`config.mk`:
```
export PLATFORM = sky130hd
export DESIGN_NAME = svo_hdmi_linkctl
export DESIGN_NICKNAME = d
export VERILOG_FILES = /design/src/rtl/svo_hdmi_linkctl.sv
export SDC_FILE = /design/constraint.sdc
export NUM_CORES = 1
export LEC_CHECK = 0
export CELL_PAD_IN_SITES_DETAIL_PLACEMENT = 2
export CELL_PAD_IN_SITES_GLOBAL_PLACEMENT = 2
export CORE_UTILIZATION = 25
export DETAILED_ROUTE_END_ITERATION = 10
export GPL_TIMING_DRIVEN = 0
export PLACE_DENSITY = 0.56
export SYNTH_ARGS = -nofsm -noshare
export SYNTH_HDL_FRONTEND = slang
export SYNTH_SLANG_ARGS = --single-unit
```
`constraint.sdc`:
```
create_clock -name clk -period 2.8 [get_ports clk]
set_input_delay 0.56 -clock clk [delete_from_list [all_inputs] [get_ports clk]]
set_output_delay 0.56 -clock clk [all_outputs]
set_load 0.1 [all_outputs]
```
`src/rtl/svo_hdmi_linkctl.sv`:
```
// HDMI output-path bring-up sequencer: orders PLL, serializer and encoder resets,
// gated on debounced hot-plug and PLL lock, with bounded retries and a latched fault.
module svo_hdmi_linkctl #(
    parameter int unsigned PLL_RST_CYCLES = 16,
    parameter int unsigned LOCK_TIMEOUT   = 65535,
    parameter int unsigned SETTLE_CYCLES  = 256,
    parameter int unsigned SERDES_CYCLES  = 16,
    parameter int unsigned HPD_DEBOUNCE   = 1024,
    parameter int unsigned MAX_RETRIES    = 3
) (
    input  logic       clk,
    input  logic       resetn,
    input  logic       enable,
    input  logic       locked,
    input  logic       hpd,
    output logic       pll_reset,
    output logic       serdes_reset,
    output logic       enc_resetn,
    output logic       tcard_resetn,
    output logic       active,
    output logic       fault,
    output logic [2:0] state,
    output logic [7:0] lock_loss_cnt
);

    function automatic int unsigned max2(input int unsigned a, input int unsigned b);
        return (a > b) ? a : b;
    endfunction

    localparam int unsigned CNT_MAX = max2(max2(max2(PLL_RST_CYCLES, LOCK_TIMEOUT),
                                                 max2(SETTLE_CYCLES, SERDES_CYCLES)),
                                           HPD_DEBOUNCE);
    localparam int unsigned CW = $clog2(CNT_MAX + 1);

    typedef enum logic [2:0] {
        S_OFF       = 3'd0,
        S_PLL_RST   = 3'd1,
        S_WAIT_LOCK = 3'd2,
        S_SETTLE    = 3'd3,
        S_SERDES    = 3'd4,
        S_ACTIVE    = 3'd5,
        S_FAULT     = 3'd7
    } state_t;

    logic [1:0]    locked_q;
    logic [1:0]    hpd_q;
    logic          locked_s;
    logic          hpd_s;
    logic          hpd_db;
    logic [CW-1:0] db_cnt;

    state_t        cur;
    state_t        nxt;
    logic [CW-1:0] dwell;
    logic [3:0]    retry;
    logic [3:0]    retry_nxt;
    logic [7:0]    llc_nxt;
    logic          attempt_fail;

    assign locked_s = locked_q[1];
    assign hpd_s    = hpd_q[1];
    assign state    = cur;

    always_ff @(posedge clk or negedge resetn) begin
        if (!resetn) begin
            locked_q <= '0;
            hpd_q    <= '0;
            hpd_db   <= 1'b0;
            db_cnt   <= '0;
        end else begin
            locked_q <= {locked_q[0], locked};
            hpd_q    <= {hpd_q[0], hpd};
            // any sample agreeing with the filtered value restarts the count
            if (hpd_s != hpd_db) begin
                if (db_cnt == CW'(HPD_DEBOUNCE - 1)) begin
                    hpd_db <= hpd_s;
                    db_cnt <= '0;
                end else begin
                    db_cnt <= db_cnt + 1'b1;
                end
            end else begin
                db_cnt <= '0;
            end
        end
    end

    always_comb begin
        nxt          = cur;
        retry_nxt    = retry;
        llc_nxt      = lock_loss_cnt;
        attempt_fail = 1'b0;
        if (cur != S_FAULT && (!enable || !hpd_db)) begin
            nxt       = S_OFF;
            retry_nxt = '0;
        end else begin
            case (cur)
                S_OFF:       if (enable && hpd_db) nxt = S_PLL_RST;
                S_PLL_RST:   if (dwell == CW'(PLL_RST_CYCLES - 1)) nxt = S_WAIT_LOCK;
                S_WAIT_LOCK: begin
                    if (locked_s)                                nxt = S_SETTLE;
                    else if (dwell == CW'(LOCK_TIMEOUT - 1))     attempt_fail = 1'b1;
                end
                S_SETTLE: begin
                    if (!locked_s)                               attempt_fail = 1'b1;
                    else if (dwell == CW'(SETTLE_CYCLES - 1))    nxt = S_SERDES;
                end
                S_SERDES: begin
                    if (!locked_s) begin
                        attempt_fail = 1'b1;
                    end else if (dwell == CW'(SERDES_CYCLES - 1)) begin
                        nxt       = S_ACTIVE;
                        retry_nxt = '0;
                    end
                end
                S_ACTIVE: begin
                    if (!locked_s) begin
                        nxt = S_PLL_RST;
                        if (lock_loss_cnt != 8'hFF) llc_nxt = lock_loss_cnt + 8'd1;
                    end
                end
                S_FAULT:     if (!enable) nxt = S_OFF;
                default:     nxt = S_OFF;
            endcase
            if (attempt_fail) begin
                retry_nxt = retry + 4'd1;
                nxt       = (retry_nxt == 4'(MAX_RETRIES)) ? S_FAULT : S_PLL_RST;
            end
        end
    end

    // outputs decode the next state so they switch on the same edge as the state
    always_ff @(posedge clk or negedge resetn) begin
        if (!resetn) begin
            cur           <= S_OFF;
            dwell         <= '0;
            retry         <= '0;
            lock_loss_cnt <= '0;
            pll_reset     <= 1'b1;
            serdes_reset  <= 1'b1;
            enc_resetn    <= 1'b0;
            tcard_resetn  <= 1'b0;
            active        <= 1'b0;
            fault         <= 1'b0;
        end else begin
            cur           <= nxt;
            retry         <= retry_nxt;
            lock_loss_cnt <= llc_nxt;
            if (nxt != cur)       dwell <= '0;
            else if (dwell != '1) dwell <= dwell + 1'b1;
            pll_reset     <= (nxt == S_OFF) || (nxt == S_PLL_RST) || (nxt == S_FAULT);
            serdes_reset  <= !((nxt == S_SERDES) || (nxt == S_ACTIVE));
            enc_resetn    <= (nxt == S_ACTIVE);
            tcard_resetn  <= (nxt == S_ACTIVE);
            active        <= (nxt == S_ACTIVE);
            fault         <= (nxt == S_FAULT);
        end
    end

endmodule

```
* Word-level counts from Yosys, hierarchy flattened
Index checks and enable logic that the tools add are counted.
Storage, ports and cells: register bits after elaboration 56, input bits 5, output and inout bits 17, word-level logic and storage cells 84
Operators by class: add/sub/neg operators 4, equal/unequal tests 20, mux-type cells 27, bitwise operators 2, reduce and logical (&&, ||, !) cells 19
Operators with widths (count):
- 2-to-1 mux 16 bit | 4
- 2-to-1 mux 3 bit | 12
- adder 16 x 1 -> 16 bit (second input constant) | 2
- one-hot mux 3 bit (7 select lines) | 1
- 2-to-1 mux 4 bit | 5
- equality test 3 bit (second input constant) | 6
- equality test 16 x 10 -> 1 bit (second input constant) | 1
- equality test 16 bit (second input constant) | 1
- equality test 16 x 4 -> 1 bit (second input constant) | 1
- equality test 16 x 8 -> 1 bit (second input constant) | 1
- inequality test 16 bit (second input constant) | 1
- nonzero test 3 bit | 3
- adder 8 x 1 -> 8 bit (second input constant) | 1
- inequality test 8 bit (second input constant) | 1
- equality test 3 x 1 -> 1 bit (second input constant) | 2
- equality test 3 x 2 -> 1 bit (second input constant) | 2
- zero test 3 bit | 2
- adder 4 x 1 -> 4 bit (second input constant) | 1
- equality test 4 x 2 -> 1 bit (second input constant) | 1
- logical OR 1 bit | 4
- 2-to-1 mux 1 bit | 4
- AND reduction 4 bit | 1
- zero test 1 bit | 3
- inequality test 3 bit | 1
- other kinds (9) | 11

* Longest topological paths before layout
depth after elaboration 10, depth in mapped cells 9, gate-level depth less buffers 8

* Worst setup path after synthesis
Ideal clock, no wire load.
path type reg-to-reg, start register cur[2], in the netlist state[2], end register dwell[6], library setup time 0.129 ns, data arrival time 2.674 ns, data required time 2.671 ns, path slack -0.003 ns, cell stages (with the launch flop) 8, path buffers 2, clock period less this slack 2.803 ns, cell sequence dfrtp_1 -> buf_2 -> nand3_1 -> a221o_1 -> a22oi_4 -> xor2_2 -> buf_6 -> nor4_4
On the way: cells in the longest elaborated chain, start to end 8, elaborated cells between the ends (all ways) 27, classes of those cells eq/ne: 8; mux: 15; reduce/logical: 4
RTL lines:
- start, declared | line 52 | state_t cur;
- start signal, assigned | line 145 | cur <= nxt;
- equality test 3 bit / equality test 3 x 2 -> 1 bit (equally long branches) | line 96 | case (cur)
- OR reduction 2 bit (no source line)
- one-hot mux 1 bit (2 select lines) | line 96
- 2-to-1 mux 1 bit | line 92 | if (cur != S_FAULT && (!enable || !hpd_db)) begin
- 2-to-1 mux 3 bit | line 124 | if (attempt_fail) begin
- 2-to-1 mux 3 bit (*) | line 92
- named net nxt[2] | line 53 | state_t nxt;
- inequality test 3 bit (*) | line 148 | if (nxt != cur) dwell <= '0;
- 2-to-1 mux 16 bit / nonzero test 2 bit (equally long branches)
- end signal, assigned | line 149 | else if (dwell != '1) dwell <= dwell + 1'b1;
- end, declared | line 54 | logic [CW-1:0] dwell;
The timed path passes the listed nets; every way through them passes the cells marked *. The select of a mux whose other input is x is not followed. A chain may end at the register's enable or synchronous reset.

* Worst setup path in the final report
start register retry[0], end register dwell[10]
On the way: cells in the longest elaborated chain, start to end 7, elaborated cells between the ends (all ways) 8, classes of those cells add/sub: 1; eq/ne: 2; mux: 4; reduce/logical: 1
RTL lines:
- start, declared | line 55 | logic [3:0] retry;
- start signal, assigned | line 146 | retry <= retry_nxt;
- adder 4 x 1 -> 4 bit (*) | line 125 | retry_nxt = retry + 4'd1;
- equality test 4 x 2 -> 1 bit (*) | line 126 | nxt = (retry_nxt == 4'(MAX_RETRIES)) ? S_FAULT : S_PLL_RST;
- 2-to-1 mux 3 bit (*) | line 126
- 2-to-1 mux 3 bit (*) | line 124
- 2-to-1 mux 3 bit (*) | line 92
- named net nxt[2] | line 53
- inequality test 3 bit (*) | line 148
- 2-to-1 mux 16 bit / nonzero test 2 bit (equally long branches)
The timed path passes the listed nets; every way through them passes the cells marked *.

==> flow_metrics.py <==
metrics = {
    "timing": {
        "setup_violations": 0,
        "worst_pin_slew_ps": 967.7,
        "fin_hold_ws_ps": 282.1,
        "rsz0062_at_grt": "yes",
        "max_freq_mhz": 385.7,
        "min_period_ps": 2592,
        "slew_violations": 0,
        "post-route-period-util_pct": 92.59,
        "fin_skew_ps": 5.978,
        "hold_viol": 0,
        "max_slew_margin_pct": 35.29,
    },
    "power_and_ir_drop": {
        "leakage_nw": 1.536,
        "p_per_area_mw_per_mm2": 393.3,
        "irDropWorstVdd_mv": 0.1948,
        "totalPowerFinal_w": 0.001480,
    },
    "setup_path": {
        "crit_path_max_incr_delay_ps": 530,
        "crit_path_top_delay_cell": "or4b_1",
        "reg2reg_depth": 8,
        "end_kind": "register",
        "cp_top_family": "simple AND/OR/NAND/NOR gates",
        "worstPathArrival_ps": 2790,
        "required_ps": 3000,
        "r2r_end": "dwell[10]$_DFFE_PN0P_",
        "critPathKind": "register to register",
        "crit_buf_inv": 1,
        "rr_startpoint": "retry[0]$_DFFE_PN0P_",
        "path_cells": "ha_1 -> or4b_1 -> o31ai_1 -> nand2_1 -> a22oi_4 -> xor2_4 -> buf_6 -> nor4_2",
        "r2r_slack_ps": 210,
        "cp-start-kind": "register",
        "critical_path_peak_fanout": 10,
    },
    "place": {
        "placed_area_mm2": 0.003587,
        "globalplace.congestion": 0.7019,
        "hpwl_um": 5857,
        "port_buffers": 21,
    },
    "grt": {
        "grt.overflow.total": 0,
        "grt_start_max_net_pins": 33,
        "track_usage_pct": 13.57,
        "antenna_found_initial": 0,
        "grt_pass1_vias": 2638,
        "grt_pass1_wl_um": 13790,
    },
    "yosys": {
        "ys_warn_count": 0,
        "ys_ff_latch": 56,
        "ys_seq_area_share_pct": 44.56,
        "netlist.top_cell.by_area": "dfrtp_1",
        "synth_edf_count": 0,
        "syn_inst": 309,
        "synthFlopType": "dfrtp_1",
        "async_flop_share_pct": 100.0,
        "netlist_area_mm2": 0.003151,
        "synth.avg_cell_area_um2": 10.20,
        "synth.cells.most_frequent": "54 x dfrtp_1, 34 x nor2_1, 26 x nand3_1, 25 x nand2_1, 17 x xor2_1",
        "synth_top_cells_by_area": "dfrtp_1 43%, xor2_1 4.7%, nor4_2 4.4%",
        "synthDominantCellAreaShare_pct": 42.89,
        "syn-num-nets": 320,
        "synth.most_common_cell": "dfrtp_1",
        "ys_types": 58,
    },
    "clock_tree": {
        "cts_max_level": 2,
        "cts-root-buf": "clkbuf_16",
        "clkLatencyLatePin_ps": 300,
        "numCtsBuffers": 5,
        "clock-sinks": 56,
        "clk_pin_slew_worst_paths_ps": 70,
        "cts_tree": "yes",
        "clockBufferDepth": 2,
    },
    "cells_and_area": {
        "multi_input_area_mm2": 0.001668,
        "final_area_mm2": 0.003764,
        "n_fill_cell": 1343,
        "area_growth_pct": 19.46,
        "nets": 349,
        "fin_util_pct": 30.95,
        "regArea_mm2": 0.001405,
        "antennaDiodeCount": 0,
        "layout-drive-gt1-share_pct": 14.50,
    },
    "floorplanning": {
        "start_util_pct": 25.91,
        "die_w_um": 114.3,
        "fp.dieH_um": 114.3,
        "rows": 40,
        "pin_count": 22,
        "core_area_mm2": 0.01216,
        "die-area_mm2": 0.01306,
    },
    "route": {
        "wl_um": 7898,
        "initialDrtViolationCount": 69,
        "wl_per_cell_um": 15.61,
        "route.detailed.drc": 0,
        "drtPass1Iterations": 4,
        "viasPerCell": 4.804,
        "vias": 2431,
        "ant_nets": 0,
    },
    "outcome": {
        "status": "finished, final reports clean",
    },
    "hold_path": {
        "hp-class": "primary input to async pin",
    },
    "run": {
        "drv_cap": 0,
    },
}
power breakdown:
group	leakage (nW)	total [W]	internal (W)	switching [W]
Combinational	0.717	0.0000418	0.0000130	0.0000288
Sequential	0.752	0.000819	0.000815	0.00000445
Clock	0.0657	0.000619	0.000326	0.000293
metrics by stage:
| step | setup TNS, ps | worst slack (ps) | instances |
|---|---|---|---|
| detailed placement | -8223 | -548.0 | 499 |
| CTS | 0 | 80.67 | 505 |
| global route | -5.912 | -5.912 | 506 |
| finish | 0 | 207.5 | 506 |
| global placement | -54770 | -1084 | 498 |
| floorplan | 0 | 32.32 | 309 |
cell usage in the layout, fill, tap and decap left out, drive strengths merged, types with 3 or more instances in the layout:
master / instances
a21oi: 5
and3: 12
and4: 3
buf: 11
clkbuf: 8
clkdlybuf4s50: 20
dfrtp: 54
ha: 6
inv: 9
nand2: 25
nand3: 26
nand3b: 3
nand4: 11
nor2: 34
nor3: 3
nor4: 22
o21ai: 16
xnor2: 16
xor2: 18
layout make-up:
cell class | instances | area share [%]
Buffer | 11 | 2.028
Clock inverter | 2 | 0.3324
Timing Repair Buffer | 23 | 6.184
Tap cell | 168 | 5.585
Clock buffer | 5 | 3.324
Sequential cell | 56 | 37.33
Multi-Input combinational cell | 232 | 44.32
Inverter | 9 | 0.8976
timing repair:
| item | 4_1_cts | 5_1_grt |
|---|---|---|
| resized for setup | 2 | 4 |
| pin swaps | 0 | 1 |
| hold buffers | 0 | 0 |
| setup buffers | 0 | 1 |
| hold endpoints to repair | 0 | 0 |
| setup endpoints to repair | 16 | 11 |
sequential cells by signal, summed over array words and instances (netlist names), 2 cells and up:
name           count
db_cnt            16
dwell             16
hpd_q              2
lock_loss_cnt      8
locked_q           2
retry              4
state              3
worst register-to-register path, delay by kind of cell, from the launching register on:
kind / cells / cell delay (ps)
xor gates and xnor gates: 1 / 170
DFF: 1 / 430
buffers and inverters: 1 / 200
adders and majority gates: 1 / 260
and+or+nand+nor: 3 / 970
AOI/OAI and AO/OA: 2 / 470
routing by layer:
layer  global-route usage (%)  wire length (µm)
met2                    23.68              3904
met4                    3.636                82
met5                        0                 0
met1                    17.19              3752
met3                    2.488               159
cells by family (layout without fill, tap and decap cells):
kind of cell	count (synthesis)	in the layout	synth area share (%)
fa+ha+maj	6	6	2.383
mux	3	3	1.112
buf+inv	21	50	3.574
simple gates	151	151	28.55
xor+xnor	34	34	9.929
compound gates	38	38	9.889
flops	56	56	44.56
worst max-delay path by stage:
stage / start / to / slack (ps) / depth (start not counted)
final: retry[0]$_DFFE_PN0P_ / dwell[10]$_DFFE_PN0P_ / 210 / 8
after global routing: retry[1]$_DFFE_PN0P_ / dwell[10]$_DFFE_PN0P_ / -6 / 8
after CTS: dwell[0]$_DFFE_PN0P_ / dwell[10]$_DFFE_PN0P_ / 80 / 8
after detailed placement: enable / dwell[10]$_DFFE_PN0P_ / -550 / 9
after global placement: resetn / state[2]$_DFF_PN0_ / -1080 / 1
after floorplan: state[1]$_DFF_PN0_ / dwell[6]$_DFFE_PN0P_ / 30 / 7
No activity file was read; power rests on OpenSTA's default activity.
